--- config.mk ---
export PLATFORM = sky130hd
export DESIGN_NAME = pe_input_pad
export DESIGN_NICKNAME = d
export VERILOG_FILES = /design/src/rtl/pe_input_pad_pkg.sv /design/src/rtl/pe_pad_ram.sv /design/src/rtl/pe_input_pad.sv
export SDC_FILE = /design/constraint.sdc
export NUM_CORES = 1
export LEC_CHECK = 0
export BUFFER_PORTS_ARGS = -buffer_cell sky130_fd_sc_hd__buf_2
export CORE_UTILIZATION = 59
export DETAILED_ROUTE_END_ITERATION = 8
export PLACE_DENSITY = 0.85
export SLEW_MARGIN = 20
export SYNTH_ARGS = -nofsm -noshare
export SYNTH_HDL_FRONTEND = slang
export SYNTH_SLANG_ARGS = --single-unit
--- constraint.sdc ---
create_clock -name i_clk -period 4.6 [get_ports i_clk]
set_input_delay 0.23 -clock i_clk [delete_from_list [all_inputs] [get_ports i_clk]]
set_output_delay 0.23 -clock i_clk [all_outputs]
set_load 0.005 [all_outputs]
--- src/rtl/pe_input_pad_pkg.sv ---
// rtl/pe_input_pad_pkg.sv - shared PE control types: pad defaults, controller address bundle, pad state
package PECtlCfg;

    localparam int DW_DEF    = 16;
    localparam int DEPTH_DEF = 16;
    localparam int AW_DEF    = $clog2(DEPTH_DEF);

    typedef enum logic {
        PAD_IDLE   = 1'b0,
        PAD_ACTIVE = 1'b1
    } pad_state_e;

    // Read/pop request bundle driven by the datapath controller
    typedef struct packed {
        logic              rd_en;
        logic [AW_DEF-1:0] rd_off;
        logic              pop;
        logic [AW_DEF:0]   pop_num;
    } IPadAddr;

endpackage

--- src/rtl/pe_pad_ram.sv ---
// rtl/pe_pad_ram.sv - DEPTH x DW register file, one write port, one registered read port
module pe_pad_ram #(
    parameter int DW    = 16,
    parameter int DEPTH = 16,
    parameter int AW    = $clog2(DEPTH)
) (
    input  logic          i_clk,
    input  logic          i_rst_n,
    input  logic          wr_en,
    input  logic [AW-1:0] wr_addr,
    input  logic [DW-1:0] wr_dat,
    input  logic          rd_en,
    input  logic [AW-1:0] rd_addr,
    output logic [DW-1:0] rd_dat
);

    logic [DW-1:0] mem [DEPTH];

    always_ff @(posedge i_clk) begin
        if (wr_en) begin
            mem[wr_addr] <= wr_dat;
        end
    end

    // Read data holds its last value between reads
    always_ff @(posedge i_clk or negedge i_rst_n) begin
        if (!i_rst_n) begin
            rd_dat <= '0;
        end else if (rd_en) begin
            rd_dat <= mem[rd_addr];
        end
    end

endmodule

--- src/rtl/pe_input_pad.sv ---
// rtl/pe_input_pad.sv - PE input scratchpad: circular activation window read by offset from head
module pe_input_pad
    import PECtlCfg::*;
#(
    parameter int DW    = DW_DEF,
    parameter int DEPTH = DEPTH_DEF,
    parameter int AW    = $clog2(DEPTH)
) (
    input  logic          i_clk,
    input  logic          i_rst_n,
    input  logic          i_start,
    input  logic          i_clear,
    input  logic          i_In_rdy,
    output logic          o_In_ack,
    input  logic [DW-1:0] i_In_dat,
    input  logic          i_rd_en,
    input  logic [AW-1:0] i_rd_off,
    output logic [DW-1:0] o_rd_dat,
    output logic          o_rd_vld,
    input  logic          i_pop,
    input  logic [AW:0]   i_pop_num,
    output logic [AW:0]   o_count,
    output logic          o_full,
    output logic          o_empty,
    output logic          o_err
);

    pad_state_e    state, state_nxt;
    logic [AW-1:0] head, tail, head_nxt, tail_nxt;
    logic [AW:0]   count, count_nxt, pop_amt;
    logic [AW+1:0] avail, sum;
    logic          wr, under, rd_bad, pop_bad;

    assign o_In_ack = (state == PAD_ACTIVE) && !o_full;
    assign wr       = i_In_rdy && o_In_ack && !i_clear;
    assign o_count  = count;

    always_comb begin
        state_nxt = state;
        if (i_clear) begin
            state_nxt = PAD_IDLE;
        end else if (i_start && state == PAD_IDLE) begin
            state_nxt = PAD_ACTIVE;
        end
    end

    // Occupancy update in AW+2 bits; an over-pop collapses the window onto the tail
    always_comb begin
        pop_amt   = i_pop ? i_pop_num : '0;
        avail     = {1'b0, count} + {{(AW+1){1'b0}}, wr};
        sum       = avail - {1'b0, pop_amt};
        under     = {1'b0, pop_amt} > avail;
        tail_nxt  = tail + {{(AW-1){1'b0}}, wr};
        head_nxt  = under ? tail_nxt : head + pop_amt[AW-1:0];
        count_nxt = under ? '0 : sum[AW:0];
        pop_bad   = pop_amt > count;
        rd_bad    = i_rd_en && ((state == PAD_IDLE) || ({1'b0, i_rd_off} >= count));
    end

    always_ff @(posedge i_clk or negedge i_rst_n) begin
        if (!i_rst_n) begin
            state    <= PAD_IDLE;
            head     <= '0;
            tail     <= '0;
            count    <= '0;
            o_full   <= 1'b0;
            o_empty  <= 1'b1;
            o_rd_vld <= 1'b0;
            o_err    <= 1'b0;
        end else begin
            state <= state_nxt;
            o_err <= o_err | rd_bad | pop_bad;
            if (i_clear) begin
                head     <= '0;
                tail     <= '0;
                count    <= '0;
                o_full   <= 1'b0;
                o_empty  <= 1'b1;
                o_rd_vld <= 1'b0;
            end else begin
                head     <= head_nxt;
                tail     <= tail_nxt;
                count    <= count_nxt;
                o_full   <= (count_nxt == (AW+1)'(DEPTH));
                o_empty  <= (count_nxt == '0);
                o_rd_vld <= i_rd_en;
            end
        end
    end

    pe_pad_ram #(
        .DW   (DW),
        .DEPTH(DEPTH),
        .AW   (AW)
    ) u_ram (
        .i_clk  (i_clk),
        .i_rst_n(i_rst_n),
        .wr_en  (wr),
        .wr_addr(tail),
        .wr_dat (i_In_dat),
        .rd_en  (i_rd_en),
        .rd_addr(head + i_rd_off),
        .rd_dat (o_rd_dat)
    );

endmodule

== Yosys cells after proc, flatten, opt, wreduce, memory -nomap -nowiden ==
Memories as Yosys holds them, arrays and structs flattened. A register that Yosys moved wholly into a read port is not among the register bits.
Index checks and enable logic that the tools add are counted.

* $add $sub $neg: 5
* Order comparisons: 3
* Eq/ne operators: 1
* Muxes and demuxes: 13
* Bitwise gates (word level): 3
* Reduce and logical (&&, ||, !) cells: 11

{| class="wikitable"
|+ Operators with widths
! cell !! number
|-
| 5-bit two-way mux || 3
|-
| 4-bit two-way mux || 3
|-
| 4-bit adder || 2
|-
| 1-bit two-way mux || 7
|-
| 5-bit by 1-bit adder with 6-bit output || 1
|-
| 5-bit by 6-bit > comparator with 1-bit output || 1
|-
| 5-bit == test (second input constant) || 1
|-
| 4-bit by 5-bit greater-or-equal comparator with 1-bit output || 1
|-
| 5-bit > comparator || 1
|-
| 1-bit logical AND || 5
|-
| 5-bit zero test || 1
|-
| 5-bit subtractor || 1
|-
| 4-bit by 1-bit adder with 4-bit output || 1
|-
| 1-bit zero test || 3
|-
| 1-bit bitwise OR || 2
|-
| 2-bit nonzero test || 1
|-
| 1-bit logical OR || 1
|-
| 1-bit NOT || 1
|}

* Bits in registers: 18
* Bits in writable memories: 256
* Input bits: 32
* Output and inout port bits: 26
* Memories kept: 1

{| class="wikitable"
|+ Memory list
! memory !! words !! bits a word !! read ports !! clocked after memory_dff !! write ports !! line !! RTL
|-
| u_ram.mem || 16 || 16 || 1 || 1 || 1 || pe_pad_ram.sv:17 || <nowiki>logic [DW-1:0] mem [DEPTH];</nowiki>
|}

== Logic depth before layout (Yosys ltp) ==
* Depth after elaboration: 9
* Gate-level depth with buffers: 13

== Cells and area by module ==
Synthesis repeated with hierarchy kept, for this count alone.

* Cell total of the unflattened synthesis: 603
* Area total of the unflattened synthesis: 11,935.2 µm²

{| class="wikitable"
|+ Modules (own cells, without submodules)
! module !! instances !! cells an instance !! area an instance (µm²) !! sequential area each (µm²)
|-
| pe_pad_ram || 1 || 452 || 10,458.8 || 8,087.8
|-
| pe_input_pad || 1 || 151 || 1,476.4 || 451.7
|}

== Least setup slack after synthesis ==
Ideal clock, no wire load.

* Kind: reg2reg
* From: register o_full
* To: register head[0]
* Arrival: 2.686 ns
* Data required time: 4.473 ns
* Slack: 1.786 ns
* Cell stages (with the launch flop): 14
* Buffers on the path: 1
* Period minus slack after synthesis: 2.814 ns
* Cell sequence: dfrtp_1 -> nor2b_1 -> nand3b_1 -> inv_1 -> ha_1 -> ha_1 -> nand3_1 -> xnor2_1 -> ha_1 -> nand2_1 -> o21bai_1 -> a21oi_1 -> clkbuf_1 -> mux2_1

* Cells in the longest elaborated chain, start to end: 8
* Elaborated cells between the ends (all ways): 9
* Those cells by class: 2 x add/sub; 1 x order compare; 2 x mux; 4 x reduce/logical

{| class="wikitable"
|+ Ends and longest elaborated chain
! item !! line !! RTL
|-
| start: declaration || pe_input_pad.sv:23 || <nowiki>output logic o_full,</nowiki>
|-
| start signal: assignment || pe_input_pad.sv:84 || <nowiki>o_full <= (count_nxt == (AW+1)'(DEPTH));</nowiki>
|-
| 1-bit zero test (*) || pe_input_pad.sv:34 || <nowiki>assign o_In_ack = (state == PAD_ACTIVE) && !o_full;</nowiki>
|-
| 1-bit logical AND (*) || pe_input_pad.sv:34 ||
|-
| net o_In_ack || pe_input_pad.sv:14 || <nowiki>output logic o_In_ack,</nowiki>
|-
| 1-bit logical AND (*) (2 in series) || pe_input_pad.sv:35 || <nowiki>assign wr = i_In_rdy && o_In_ack && !i_clear;</nowiki>
|-
| 5-bit by 1-bit adder with 6-bit output || pe_input_pad.sv:50 || <nowiki>avail = {1'b0, count} + {{(AW+1){1'b0}}, wr};</nowiki>
|-
| 5-bit by 6-bit > comparator with 1-bit output || pe_input_pad.sv:52 || <nowiki>under = {1'b0, pop_amt} > avail;</nowiki>
|-
| 4-bit two-way mux (*) || pe_input_pad.sv:54 || <nowiki>head_nxt = under ? tail_nxt : head + pop_amt[AW-1:0];</nowiki>
|-
| 4-bit two-way mux (*) || pe_input_pad.sv:73 || <nowiki>if (i_clear) begin</nowiki>
|-
| end signal: assignment || pe_input_pad.sv:81 || <nowiki>head <= head_nxt;</nowiki>
|-
| end: declaration || pe_input_pad.sv:29 || <nowiki>logic [AW-1:0] head, tail, head_nxt, tail_nxt;</nowiki>
|}

Mark *: on every way through the listed nets, which the timed path passes. The rest lies on a longest branch.
A chain may end at the register's enable or synchronous reset.

== Final worst setup path ==
* From: register o_full
* To: register head[3]

* Cells in the longest elaborated chain, start to end: 8
* Elaborated cells between the ends (all ways): 9
* Those cells by class: 2 x add/sub; 1 x order compare; 2 x mux; 4 x reduce/logical

{| class="wikitable"
|+ Ends and longest elaborated chain
! item !! line
|-
| 1-bit zero test (*) || pe_input_pad.sv:34
|-
| 1-bit logical AND (*) || pe_input_pad.sv:34
|-
| 1-bit logical AND (*) (2 in series) || pe_input_pad.sv:35
|-
| 5-bit by 1-bit adder with 6-bit output || pe_input_pad.sv:50
|-
| 5-bit by 6-bit > comparator with 1-bit output || pe_input_pad.sv:52
|-
| 4-bit two-way mux (*) || pe_input_pad.sv:54
|-
| 4-bit two-way mux (*) || pe_input_pad.sv:73
|}

Mark *: on every way between the ends. The rest lies on a longest branch, timed or not.

==> flow_metrics.py <==
metrics = {
    "worst_setup_path": {
        "worstSetupStartpoint": "o_full",
        "required_ns": 5.02,
        "r2r_start": "o_full",
        "worstPathMaxFanout": 11,
        "arrival_ns": 3.79,
        "critPathKind": "register to register",
        "endpoint_kind": "register",
        "rrSetupSlack_ns": 1.22,
        "cp-start-kind": "register",
    },
    "global_route": {
        "grt_max_degree": 65,
        "antenna_found_initial": 0,
        "grt_pass1_vias": 6529,
        "grt_use_total_pct": 26.4,
        "grt.overflow.total": 0,
        "grt_pass1_wl_microns": 38600,
    },
    "place": {
        "port_buffers": 57,
        "dp_hpwl_microns": 15900,
        "gp_congestion": 0.861,
        "place_inst": 920,
    },
    "die": {
        "start_util_pct": 60.5,
        "die_h_microns": 144,
        "fp.coreArea_sq_mm": 0.0196,
        "io_pins": 58,
        "dieWidth_microns": 144,
        "placementRows": 51,
        "die_area_sq_mm": 0.0207,
    },
    "final_layout": {
        "multi_input_area_sq_mm": 0.00316,
        "nFillCells": 1169,
        "num-nets-final": 751,
        "drive_above_1_share_pct": 30.0,
        "antennaDiodeCount": 0,
        "syn_to_final_growth_pct": 13.7,
        "seqCellArea_sq_mm": 0.00854,
        "final_cells": 975,
    },
    "hold_path": {
        "hold_path.class": "input pin to register",
        "min_from": "i_In_dat[0]",
    },
    "cts": {
        "insertion_delay_ns": 0.55,
        "cts_tree": "yes",
        "cts_num_sinks": 290,
        "cts_made_buffers": 28,
        "postCtsResizedCells": 0,
        "post_cts_buffers": 0,
        "h-tree-depth": 1,
        "cts_root_buf": "clkbuf_16",
        "path_clk_slew_ns": 0.06,
        "cts.path.max_buffers": 3,
    },
    "pwr": {
        "power.total_mw": 6.85,
        "peakVddDrop_mv": 0.281,
        "p_per_area_mw_per_mm2": 508,
        "leakage_nw": 4.78,
    },
    "routing": {
        "dr_wl_met2_microns": 13300,
        "viasPerCell": 6.32,
        "wl_met1_microns": 9820,
        "route.detailed.drc": 0,
        "wl_per_cell_microns": 26.6,
        "routed_wl_microns": 25900,
        "dr_total_vias": 6160,
        "ant_nets": 0,
        "top_layer": "met4",
        "firstDrtPassIters": 4,
        "route.met3.wl_microns": 2090,
        "drtIter0Drc": 689,
    },
    "sta": {
        "slew_violations": 0,
        "worst_pin_slew_ns": 1.19,
        "finClkSkew_ns": 0.0302,
        "hold_violations": 0,
        "period_minus_slack_ns": 3.38,
        "fmax_mhz": 296,
        "period_share_pct": 73.4,
        "rsz0062_at_grt": "no",
        "finalSetupViolCount": 0,
        "finalSetupTns_ns": 0,
        "maxSlewHeadroom_pct": 20.0,
    },
    "yosys": {
        "synth_top_area_share_pct": 64.8,
        "synth.most_common_cell": "edfxtp_1",
        "synth-async-reset-ratio_pct": 11.7,
        "yosysUniqueCellTypes": 43,
        "synth_ff_type": "edfxtp_1",
        "synth_top_area_cell": "edfxtp_1",
        "synth_nets": 666,
        "synth-seq-cells": 290,
        "avgSynthCellArea_sq_um": 19.7,
        "yosysSeqAreaShare_pct": 72.0,
        "synth_area_leaders": "edfxtp_1 65%, mux4_2 12%, dfrtp_1 7.0%, ha_1 3.0%, mux2_2 1.6%",
        "yosys_warnings": 0,
        "syn_inst": 603,
        "synth_common_cells": "256 x edfxtp_1, 64 x mux4_2, 33 x dfrtp_1",
        "netlist_area_sq_mm": 0.0119,
        "synth_edf_count": 256,
    },
    "status": {
        "outcome": "completed",
    },
    "run": {
        "maxCapViolCount": 0,
    },
}
## placed cells by master, fill, tap and decap left out, types with 3 or more instances in the layout
cell type      instances
dfrtp_1               33
mux2i_1               17
a221o_1               16
o21ai_0                3
nand2_1               11
xor2_1                 6
edfxtp_1             256
mux2_2                17
nand3_1                6
clkbuf_1               9
buf_2                 57
nor2_1                21
ha_1                  27
xnor2_1                5
clkbuf_16             28
inv_1                 19
mux2_1                 3
nor3_2                 4
a21oi_1                6
mux4_2                64
clkbuf_8               5
clkinv_2               8
buf_4                 18
dlygate4sd3_1          3
nor3_1                 4
nor2b_1               24
nand2b_1               4
a21o_1                 3
## per-layer routing
| layer | track usage [%] | vias up |
|---|---|---|
| li1 | - | 2580 |
| met5 | 0 | - |
| met4 | 9.80 | 0 |
| met1 | 34.6 | 3185 |
| met3 | 4.17 | 63 |
| met2 | 44.9 | 332 |
## state kept, by name (all words and copies together) (netlist names)
signal and count:
o_err 1, state 1, head 4, o_full 1, u_ram.mem 256, tail 4, o_rd_vld 1, o_empty 1
o_count 5, u_ram.rd_dat 16
## layout make-up
type | count | share of cell area (%)
multi-input combinational | 268 | 23.5
inverter | 20 | 0.557
clock buffer | 42 | 5.96
sequential | 290 | 63.3
clock inverter | 10 | 0.585
timing repair buffer | 80 | 3.64
tap | 265 | 2.46
## power breakdown
group	leakage [nW]	total, mW	internal (mW)	switching, mW
combinational	1.61	1.62	0.811	0.808
sequential	2.73	3.07	2.97	0.0943
clock	0.439	2.16	1.22	0.946
total	4.78	6.85	5.00	1.85
## through the flow
stage	hold WS (ns)	area [sq um]	utilization (%)	setup slack, ns
floorplan	-0.0656	11900	-	1.79
global placement	0.381	12600	64.1	1.41
detailed placement	0.418	12600	64.1	1.37
CTS	0.0418	13500	68.8	1.27
global route	0.0452	13500	68.8	1.01
finish	0.0540	13500	68.8	1.22
## critical path, cell delays in order, from the launching register on
cell and delay, ns:
dfrtp_1 0.39, nor2b_1 0.19, nand3b_1 0.18, inv_1 0.14, ha_1 0.21, ha_1 0.20
nand3_1 0.11, xnor2_1 0.15, ha_1 0.33, nand2_1 0.08, o21bai_1 0.16, a21oi_1 0.71
mux2_2 0.41
## what timing repair did
item	in CTS	in global routing
hold endpoints to repair	35	0
setup endpoints to repair	0	0
hold buffers	3	0
## cell families (layout without fill, tap and decap cells)
| logic type | Yosys count | after routing | synth area share (%) |
|---|---|---|---|
| AOI/OAI and AO/OA | 39 | 39 | 2.63 |
| buffers and inverters | 45 | 152 | 1.83 |
| xor gates and xnor gates | 12 | 12 | 0.886 |
| DFF | 290 | 290 | 72.0 |
| and+or+nand+nor | 84 | 84 | 3.61 |
| muxes | 102 | 102 | 15.6 |
| adders and majority gates | 31 | 31 | 3.46 |
## final timing paths
path	to	cells after the start
min in group asynchronous	u_ram.rd_dat[7]	2
hold / removal	u_ram.mem[12][0]	1
hold reg to reg	u_ram.rd_dat[15]	1
setup / recovery	head[3]	12
setup reg to reg	head[3]	12
max in group asynchronous	u_ram.rd_dat[15]	2
(Power assumes the default switching activity.)
